**src/rtl/pc_fetch_unit.sv**
```systemverilog
// pc_fetch_unit: owns the PC, fetches from imem over req/ready and forms the next PC at retire.
module pc_fetch_unit #(
    parameter logic [31:0] RESET_PC = 32'h0000_0000,
    parameter int          MAX_WAIT = 16
) (
    input  logic        clk,
    input  logic        reset_n,
    output logic        ImemReq,
    output logic [31:0] ImemAddr,
    input  logic        ImemReady,
    input  logic [31:0] ImemRdata,
    output logic        InstrValid,
    output logic [31:0] Instr,
    output logic [5:0]  Op,
    output logic [5:0]  Funct,
    output logic [31:0] PC,
    input  logic        Retire,
    input  logic        PCSrc,
    input  logic        Jump,
    input  logic [31:0] SignImm,
    output logic [31:0] RetireCnt,
    output logic        FetchErr
);
    typedef enum logic [1:0] {IDLE, FETCH, EXEC, ERROR} state_t;
    localparam int WW = (MAX_WAIT > 1) ? $clog2(MAX_WAIT) : 1;
    localparam logic [WW-1:0] WAIT_LAST = WW'(MAX_WAIT - 1);
    localparam logic [31:0] PC_INIT = {RESET_PC[31:2], 2'b00};
    state_t state_q, state_d;
    logic [31:0] pc_q, pc_d, instr_q, instr_d, cnt_q, cnt_d, pc_plus4, next_pc;
    logic [WW-1:0] wait_q, wait_d;
    logic req_q, req_d, valid_q, valid_d, err_q, err_d;
    always_comb begin
        pc_plus4 = pc_q + 32'd4;
        next_pc  = Jump  ? {pc_plus4[31:28], instr_q[25:0], 2'b00} :
                   PCSrc ? pc_plus4 + (SignImm << 2) : pc_plus4;
        state_d  = state_q;
        pc_d     = pc_q;
        instr_d  = instr_q;
        cnt_d    = cnt_q;
        wait_d   = wait_q;
        case (state_q)
            IDLE: state_d = FETCH;
            FETCH: begin
                if (ImemReady) begin
                    instr_d = ImemRdata;
                    wait_d  = '0;
                    state_d = EXEC;
                end else if (wait_q == WAIT_LAST) begin
                    state_d = ERROR;
                end else begin
                    wait_d = wait_q + WW'(1);
                end
            end
            EXEC: begin
                if (Retire) begin
                    pc_d    = next_pc;
                    cnt_d   = cnt_q + 32'd1;
                    state_d = FETCH;
                end
            end
            default: state_d = ERROR;
        endcase
        // outputs are registered versions of the next-state decode
        req_d   = state_d == FETCH;
        valid_d = state_d == EXEC;
        err_d   = state_d == ERROR;
    end
    always_ff @(posedge clk or negedge reset_n) begin
        if (!reset_n) begin
            state_q <= IDLE;
            pc_q    <= PC_INIT;
            instr_q <= '0;
            cnt_q   <= '0;
            wait_q  <= '0;
            req_q   <= 1'b0;
            valid_q <= 1'b0;
            err_q   <= 1'b0;
        end else begin
            state_q <= state_d;
            pc_q    <= pc_d;
            instr_q <= instr_d;
            cnt_q   <= cnt_d;
            wait_q  <= wait_d;
            req_q   <= req_d;
            valid_q <= valid_d;
            err_q   <= err_d;
        end
    end
    assign ImemReq    = req_q;
    assign ImemAddr   = pc_q;
    assign InstrValid = valid_q;
    assign Instr      = instr_q;
    assign Op         = instr_q[31:26];
    assign Funct      = instr_q[5:0];
    assign PC         = pc_q;
    assign RetireCnt  = cnt_q;
    assign FetchErr   = err_q;
endmodule

```
**config.mk**
```make
export PLATFORM = sky130hd
export DESIGN_NAME = pc_fetch_unit
export DESIGN_NICKNAME = d
export VERILOG_FILES = /design/src/rtl/pc_fetch_unit.sv
export SDC_FILE = /design/constraint.sdc
export NUM_CORES = 1
export LEC_CHECK = 0
export ABC_AREA = 0
export CAP_MARGIN = 20
export CORE_ASPECT_RATIO = 1.1
export CORE_UTILIZATION = 50
export CTS_CLUSTER_DIAMETER = 60
export DETAILED_ROUTE_END_ITERATION = 8
export PLACE_DENSITY = 0.92
export SETUP_SLACK_MARGIN = 0.4
export SYNTH_ARGS = -nofsm -noshare
export SYNTH_HDL_FRONTEND = slang
export SYNTH_SLANG_ARGS = --single-unit
```
**constraint.sdc**
```tcl
create_clock -name clk -period 11.75 [get_ports clk]
set_clock_uncertainty 0.15 [all_clocks]
set_input_delay 2.35 -clock clk [delete_from_list [all_inputs] [get_ports clk]]
set_output_delay 2.35 -clock clk [all_outputs]
set_load 0.01 [all_outputs]
```
==> summary.md <==
| Metric | Value |
|---|---|
| Status | `finished, violations left` |
| Failing checks | `DRC` |
| Commonest cells in the netlist | `dfrtp_1 (103), nand2_1 (76), a21oi_1 (53), xnor2_1 (53), o21ai_0 (48)` |
| Primary FF master, synth | `dfrtp_1` |
| Yosys cell types | `56` |
| Max cap viols | `0` |
| First-pass GRT wire length | `29.2 mm` |
| GPL Wtd Cong | `0.917` |
| Post-synth EDFFs | `0` |
| Initial antenna violation count | `0` |
| Worst setup path endpoint | `ImemAddr[26]` |
| RR Endpoint | `ImemAddr[31]` |
| Synth async-reset ratio | `100%` |
| Die X-Extent | `115 µm` |
| Max H-tree Level | `3` |
| Total Nets Final | `1,029` |
| Top cell type's share of synthesized area | `36.6%` |
| Clk sinks | `103` |
| TritonCTS clock tree | `built` |
| RSZ-0062 raised after global routing | `false` |
| Slew HR | `47.0%` |
| Dpl hpwl | `14.6 mm` |
| Antenna Nets Post-Route | `0` |
| Post-CTS Setup Bufs | `0` |
| Post-synthesis cell count | `766` |
| GRT overflow | `0` |
| YS warnings | `0` |
| Share of layout cells above drive strength 1 | `6.93%` |
| DR WL/cell | `16.9 µm` |
| Core Rows | `45` |
| Fin crit period | `5580 ps` |
| Syn-to-layout area delta | `31.8%` |
| Antenna diode count | `0` |
| Synth Cell Area | `7030 µm²` |
| # DRC | `2` |
| Largest net degree at the start of global routing | `63` |
| Syn_area_per_cell | `9.18 µm²` |
| Seq/Total Area, Yosys | `36.6%` |
| # port buffers | `206` |
| Worst skew pair latency | `330 ps` |
| Setup ws final | `6170 ps` |
| CP startpoint kind | `input port` |
| Crit-path max FO | `3` |
| Hold Buf Count CTS | `0` |
| Core Box Area | `13,800 µm²` |
| Vias/cell | `5.63` |
| Total track usage | `25.7%` |
| Top-count cell post-synth | `dfrtp_1` |
| Cells resized by post-CTS repair | `0` |
| Yosys reg bits | `103` |
| Reg2reg setup slack | `7360 ps` |
| Starting DRT DRC Count | `428` |
| Reg2reg path depth | `15` |
| Root buffer cell | `clkbuf_16` |
| Cts bufs inserted | `9` |
| Fin crit share | `47.5%` |
| Timing startpoint of the critical path | `SignImm[0]` |
| Cell taking the most area after synthesis | `dfrtp_1` |
| Die Height | `126 µm` |
| IO Pins | `213` |
| Final Setup Violations | `0` |
| Die area | `14,500 µm²` |
| Vias | `6,263` |
| Power density over the cells | `227 nW/µm²` |
| Setup TNS | `0 ps` |
| Worst path arrival time | `5650 ps` |
| Clock Path Buffers | `2` |
| Worst min path class | `reg -> reg` |
| Leakage power | `3.99 nW` |
| Drt pass-1 iters | `7` |
| Fmax | `0.179 GHz` |
| CP Capture Type | `flip-flop` |
| Final Power | `2.11 mW` |
| WL final | `18.8 mm` |
| Worst Max-Slew Pin Slew | `794 ps` |
| Peak VDD IR | `0.151 mV` |
| Final-report hold violation count | `0` |
| Vias in the first global route | `5,786` |
| Fin. max-slew vios | `0` |
| Worst Path Required | `11,810 ps` |
| Reg2reg start | `ImemAddr[5]` |
| CP Class | `in -> reg` |
| Ranking of synthesized cells by area | `dfrtp_1 (37%), ha_1 (6.9%), xnor2_1 (6.6%), mux2_2 (5.1%), buf_4 (4.9%)` |
| DP Worst Slack | `5880 ps` |
| Initial core utilization | `51.0%` |
| Clock transition at path regs | `70 ps` |
[state kept, by name (all words and copies together) (netlist names)]
register and count:
wait_q 4, ImemReq 1, Instr 32, FetchErr 1, state_q 2, ImemAddr 30, RetireCnt 32, InstrValid 1
[cells by family after synthesis]
| kind of cell | count (synthesis) | share of synthesized area (%) |
|---|---|---|
| AO/OA/AOI/OAI | 179 | 15.9 |
| XOR/XNOR | 84 | 10.5 |
| adder cells (fa/ha/maj) | 40 | 7.22 |
| buffers and inverters | 88 | 7.15 |
| flip-flops | 103 | 36.6 |
| multiplexers | 43 | 6.69 |
| other | 1 | 0.0533 |
| AND/OR/NAND/NOR | 228 | 15.8 |
[per-stage QoR]
step	cells	instance area [µm²]	hold slack, ps	util (%)
2_1_floorplan	769	7050	330	-
3_3_place_gp	1095	8930	311	64.7
3_5_place_dp	1095	8930	316	64.7
4_1_cts	1111	9260	325	67.1
5_1_grt	1112	9270	368	67.2
6_report	1112	9270	319	67.2
[power by group]
group / total [mW] / internal [mW] / switching, mW
Sequential: 0.635 / 0.463 / 0.172
Clock: 0.323 / 0.190 / 0.134
Combinational: 1.15 / 0.604 / 0.545
Total: 2.11 / 1.26 / 0.851
[worst min-delay path by stage]
stage,start,to,slack (ps),depth (start not counted)
finish,RetireCnt[31],RetireCnt[31],320,1
global route,RetireCnt[31],RetireCnt[31],370,1
CTS,RetireCnt[31],RetireCnt[31],330,1
detailed placement,RetireCnt[31],RetireCnt[31],320,1
global placement,RetireCnt[31],RetireCnt[31],310,1
floorplan,wait_q[0],wait_q[0],330,1
[area by class of cell]
cell class | count | area, µm²
clock buffers | 9 | 225
clock inverters | 7 | 104
fillers | 1053 | 4520
inverters | 16 | 60.1
multi-input cells | 578 | 3970
flip-flops and latches | 103 | 2580
well taps | 188 | 235
repair buffers | 211 | 2100
[per-layer routing]
layer | GRT usage, % | wire length, µm | vias up | share of wire [%]
met5 | 0 | 0 | - | 0
met4 | 10.0 | 537 | 0 | 2.9
met3 | 4.25 | 1270 | 34 | 6.7
met2 | 42.1 | 9060 | 247 | 48
met1 | 33.9 | 7930 | 2991 | 42
li1 | - | - | 2991 | -
[cells in the final DEF (no fill, tap or decap), types with 3 or more instances in the layout]
master / instances
inv_1: 16
nor2b_1: 6
o221ai_1: 5
and2_1: 8
clkbuf_16: 9
o22ai_1: 4
inv_6: 3
clkdlybuf4s50_1: 205
and4_1: 7
a31oi_1: 6
o211ai_1: 5
nand2b_1: 4
a21oi_1: 53
ha_1: 39
o21bai_1: 5
mux2i_1: 11
nand4_1: 21
a211oi_1: 13
mux2_2: 32
nor2_1: 42
o21ai_0: 48
conb_1: 4
buf_4: 5
dfrtp_1: 103
nand2_1: 76
xor2_1: 31
xnor2_1: 53
a21o_1: 16
nor3_1: 11
nand3_1: 26
and3_1: 15
o21a_1: 3
[worst max-delay path: stages]
cell and delay, ps:
clkdlybuf4s50_1 400, ha_1 230, fa_1 440, a211oi_1 350, o21ai_0 250, a21o_1 240
a311oi_1 480, o221ai_1 300, a21boi_0 270, xor2_1 230, a22oi_1 100
Note: power is estimated with default switching activity, not from simulation.
==> patch 1 (same flow settings) <==
Set the parameter `MAX_WAIT` to 8 (it was 16).
--- a/src/rtl/pc_fetch_unit.sv
+++ b/src/rtl/pc_fetch_unit.sv
@@ -2,5 +2,5 @@
 module pc_fetch_unit #(
     parameter logic [31:0] RESET_PC = 32'h0000_0000,
-    parameter int          MAX_WAIT = 16
+    parameter int          MAX_WAIT = 8
 ) (
     input  logic        clk,
Check against the original RTL: same outputs for any inputs over 4 cycles, from zero or initial values and one cycle with reset_n low; that may be too few to reach the edited logic, so the function may still have changed.
==> patch 1 against the unedited design <==
- register-to-register slack got worse by 0.17 ns
- total power up 3.4%
- critical path depth is 2 higher
- hold slack improved by 0.0079 ns
- sequential cell count down 1
- design area is 0.98% lower
- setup slack improved by 0.22 ns
- global-route usage up 2.7 points
- area after synthesis is 0.62% lower
- sequential share of layout area is essentially flat
- largest power group unchanged
- routed wire length rose by 5.4%
- clock power down 6.8%
- critical endpoint is now ImemAddr[30]
==> patch 1: results (changes against the unedited design) <==
Status
  • Status: finished, final reports clean

Placement
  • Pre-CTS setup slack: 6.04 ns (+0.157 ns)
  • Port Buffers: 206 (unchanged)
  • Dpl hpwl: 14.5 mm (-0.40%)
  • Cell area after placement: 8890 um^2 (-0.42%)
  • Routability Congestion: 0.918 (+0.16%)

Layout
  • FILL cells: 1073 (+1.9%)
  • Area Growth Syn to Fin: 31.4%
  • # diodes: 0 (unchanged)
  • Final Non-Filler Cells: 1094 (-1.6%)
  • Final nets: 1016 (-1.3%)
  • Layout cells sized above 1: 7.80% (+0.88 points)

Synth
  • Synth Instances: 749 (-2.2%)
  • Top cells by count, synth: dfrtp_1, nand2_1, xnor2_1, buf_4, nor2_1
  • Sequential area share after synthesis: 36.5% (-0.13 points)
  • Asr flop ratio synth: 100% (unchanged)
  • Synth unique cells: 63 (+13%)
  • Yosys warns: 0 (unchanged)
  • Top cells by area in the synthesized netlist: dfrtp_1, xnor2_1, ha_1, mux2_2, buf_4

Setup path
  • CP max-delay cell: fa_1
  • CP top delay family: compound AO/OA/AOI/OAI gates
  • Crit-path max cell delay: 0.43 ns (-0.05 ns)
  • Crit path DAT: 5.50 ns (-0.15 ns)
  • Worst Path Max Fanout: 3 (unchanged)

Drt
  • Met3 wire length: 1.46 mm (+15%)
  • Iteration-0 DRC Markers: 392 (-8.4%)
  • Wire length on met1: 7.62 mm (-3.9%)
  • Via-to-Cell Ratio: 5.69 (+0.98%)
  • Drt pass-1 iters: 6 (-1)
  • Routed wire length on met2: 10.2 mm (+13%)
  • Post-detailed-route wirelength per cell: 18.1 um (+7.1%)
  • Uppermost routed layer: met4

Clock tree
  • Worst skew pair latency: 0.36 ns (+0.03 ns)
  • Post_cts resized: 0 (unchanged)
  • CTS root buffer: clkbuf_16
  • Reg clk slew, reported paths: 0.08 ns
  • Post-CTS Setup Bufs: 0 (unchanged)
  • H-tree depth: 3 (unchanged)
  • CTS max path bufs: 2 (unchanged)
  • TritonCTS Buffers: 9 (unchanged)

Global route
  • Initial antenna violation count: 0 (unchanged)
  • Vias in the first global route: 6294 (+8.8%)
  • Largest net degree at the start of global routing: 77 (+22%)
  • Tot GR Track Use: 28.4% (+2.7 points)
  • First-pass GRT wire length: 31.7 mm (+8.5%)
  • M3 GR Usage: 6.50% (+2.2 points)
  • Met2 Resource Use GR: 49.9% (+7.8 points)
  • Met1 Resource Use GR: 33.0% (-0.94 points)

STA
  • Worst slew pin tran: 0.941 ns (+0.147 ns)

Floorplan
  • # rows: 44 (-2.2%)

Pwr
  • Leak: 0.00404 uW (+1.2%)
  • VDD IR max: 0.147 mV (-2.8%)

Min path
  • HP Class: flop to flop
## patch 1: changes by cell type in the layout (fill, tap and decap cells not counted), moves of 4 or more
cell | before | now
nor3_1 | 11 | 7
a21oi_1 | 53 | 45
o21ai_0 | 48 | 37
xnor2_1 | 53 | 63
nor2b_1 | 6 | 1
o21ai_1 | 0 | 5
nor2_1 | 42 | 48
nand2_1 | 76 | 66
nand4_1 | 21 | 13
a211oi_1 | 13 | 5
xor2_1 | 31 | 17
and3_1 | 15 | 21
a21o_1 | 16 | 25
inv_1 | 16 | 20
## patch 1: final cells by class
type,instances,share of cell area [%]
inverter,20,0.818
timing repair buffer,213,23.0
multi-input combinational,559,42.7
clock buffer,10,2.49
tap,184,2.51
clock inverter,6,0.668
sequential,102,27.8
## patch 1: power breakdown
| group | switching, uW | internal (uW) |
|---|---|---|
| Clock | 152 | 150 |
| Sequential | 156 | 468 |
| Combinational | 587 | 665 |
## patch 1: final timing paths
kind,slack [ns],to,cells past startpoint,from
max reg2reg,7.19,ImemAddr[30],16,ImemAddr[4]
min,0.33,RetireCnt[31],1,RetireCnt[31]
min reg2reg,0.33,RetireCnt[31],1,RetireCnt[31]
max in group asynchronous,8.43,ImemAddr[24],2,reset_n
max,6.39,ImemAddr[30],13,SignImm[0]
min in group asynchronous,1.75,Instr[10],1,reset_n
## patch 1: cell families (layout without fill, tap and decap cells)
group | after synthesis | count (layout) | share of synthesized area, %
AND/OR/NAND/NOR | 215 | 215 | 15.0
AO/OA/AOI/OAI | 177 | 177 | 16.8
flip-flops | 102 | 102 | 36.5
buffers and inverters | 91 | 249 | 7.54
XOR/XNOR | 80 | 80 | 10.0
multiplexers | 42 | 42 | 6.62
adder cells (fa/ha/maj) | 41 | 41 | 7.45
other | 1 | 4 | 0.0536
==> patch 2 (config.mk and constraints unchanged) <==
Made on the original files. Re-encode `state_t` (4 states) as one-hot, 4 bits wide.
--- a/src/rtl/pc_fetch_unit.sv
+++ b/src/rtl/pc_fetch_unit.sv
@@ -22,5 +22,5 @@
     output logic        FetchErr
 );
-    typedef enum logic [1:0] {IDLE, FETCH, EXEC, ERROR} state_t;
+    typedef enum logic [3:0] {IDLE = 4'b0001, FETCH = 4'b0010, EXEC = 4'b0100, ERROR = 4'b1000} state_t;
     localparam int WW = (MAX_WAIT > 1) ? $clog2(MAX_WAIT) : 1;
     localparam logic [WW-1:0] WAIT_LAST = WW'(MAX_WAIT - 1);
Formal check against the unedited RTL: no difference found for any inputs over 4 cycles, from zero or initial values and one cycle with reset_n low; so few cycles prove little.
==> patch 2 against the unedited design <==
- sequential cell count rose by 2
- setup slack gained 0.071 ns
- design area is 4.2% higher
- maximum frequency up 1.3%
- first-iteration DRC count rose by 5.8%
- area after synthesis rose by 6.3%
- routed wire length grew 11%
- hold slack improved by 0.033 ns
Power is not compared: it rests on default switching activity, and its combinational part moved more than twofold at a synthesized area within 25%.
==> patch 2: results (changes against the unedited design) <==
Status
  • Status: finished, final reports clean

Clock tree
  • Post_cts resized: 0 (unchanged)
  • CTS root buffer: clkbuf_16

Placement
  • Pre-CTS setup slack: 5.95 ns (+0.0656 ns)
  • Routability Congestion: 0.950 (+3.6%)
  • Placed instance count: 1168 (+6.7%)
  • Cell area after placement: 9370 um^2 (+4.9%)
  • Dpl hpwl: 16.0 mm (+9.7%)

Setup path
  • CP top delay family: buffers and inverters
  • Crit-path max cell delay: 0.64 ns (+0.16 ns)
  • R2R Setup Slk: 7.35 ns (about the same)
  • CP max-delay cell: clkinv_1
  • R2R cell count: 13 (-2)
  • Crit path DAT: 5.57 ns (-0.08 ns)

Global route
  • Largest net degree at the start of global routing: 64 (+1.6%)
  • Met1 Resource Use GR: 33.6% (-0.30 points)
  • Tot GR Track Use: 26.4% (+0.73 points)
  • M3 GR Usage: 5.77% (+1.5 points)
  • Vias in the first global route: 6375 (+10%)
  • Met2 Resource Use GR: 44.9% (+2.8 points)

Layout
  • Final nets: 1097 (+6.6%)
  • Layout cells sized above 1: 7.06% (+0.13 points)

Synth
  • Synth unique cells: 66 (+18%)
  • Sequential area share after synthesis: 35.1% (-1.5 points)
  • Top cells by count, synth: dfrtp_1, nand2_1, nor2_1, a21oi_1, xnor2_1
  • Synth Flop Type: dfrtp_1
  • XOR/XNOR Fraction of Synth Area: 9.02% (-1.4 points)
  • Mux share of post-synthesis cell area: 6.74% (+0.053 points)
  • Yosys warns: 0 (unchanged)
  • Compound-Gate Fraction of Synth Area: 15.8% (-0.16 points)
  • Top cells by area in the synthesized netlist: dfrtp_1, ha_1, xnor2_1, mux2_2, buf_4

STA
  • Worst hold slack: 0.352 ns (+0.0326 ns)
  • Worst slew pin tran: 0.749 ns (-0.0453 ns)
  • Post-layout min period: 5.51 ns (-0.0713 ns)

Drt
  • Met3 wire length: 1.57 mm (+24%)
  • Via count: 6758 (+7.9%)
  • Post-detailed-route wirelength per cell: 17.5 um (+3.8%)
  • Drt pass-1 iters: 5 (-2)
  • Wire length on met1: 8.58 mm (+8.1%)
  • Iteration-0 DRC Markers: 453 (+5.8%)
  • Via-to-Cell Ratio: 5.71 (+1.3%)

Min path
  • Hold Startpoint: RetireCnt[30]
  • Endpoint, Worst Hold: RetireCnt[30]
## patch 2: logic make-up (layout without fill, tap and decap cells)
| group | after synthesis | after routing |
|---|---|---|
| flops | 105 | 105 |
| fa+ha+maj | 40 | 40 |
| compound gates | 185 | 185 |
| xor+xnor | 77 | 77 |
| buf+inv | 91 | 242 |
| mux | 46 | 46 |
| simple gates | 292 | 292 |
| other cells | 1 | 5 |
## patch 2: area by class of cell
| class | instances | area, um^2 |
|---|---|---|
| fill | 1192 | 4840 |
| clock buffer | 9 | 225 |
| clock inverter | 7 | 71.3 |
| multi-input combinational | 645 | 4340 |
| tap | 192 | 240 |
| timing repair buffer | 212 | 2100 |
| sequential | 105 | 2630 |
| inverter | 14 | 52.6 |
## patch 2: power by group
part,total (uW),switching (uW),leakage [uW],internal (uW)
logic,118,60.0,0.00283,58.0
clock network,296,131,0.000137,165
registers,373,6.74,0.00142,366
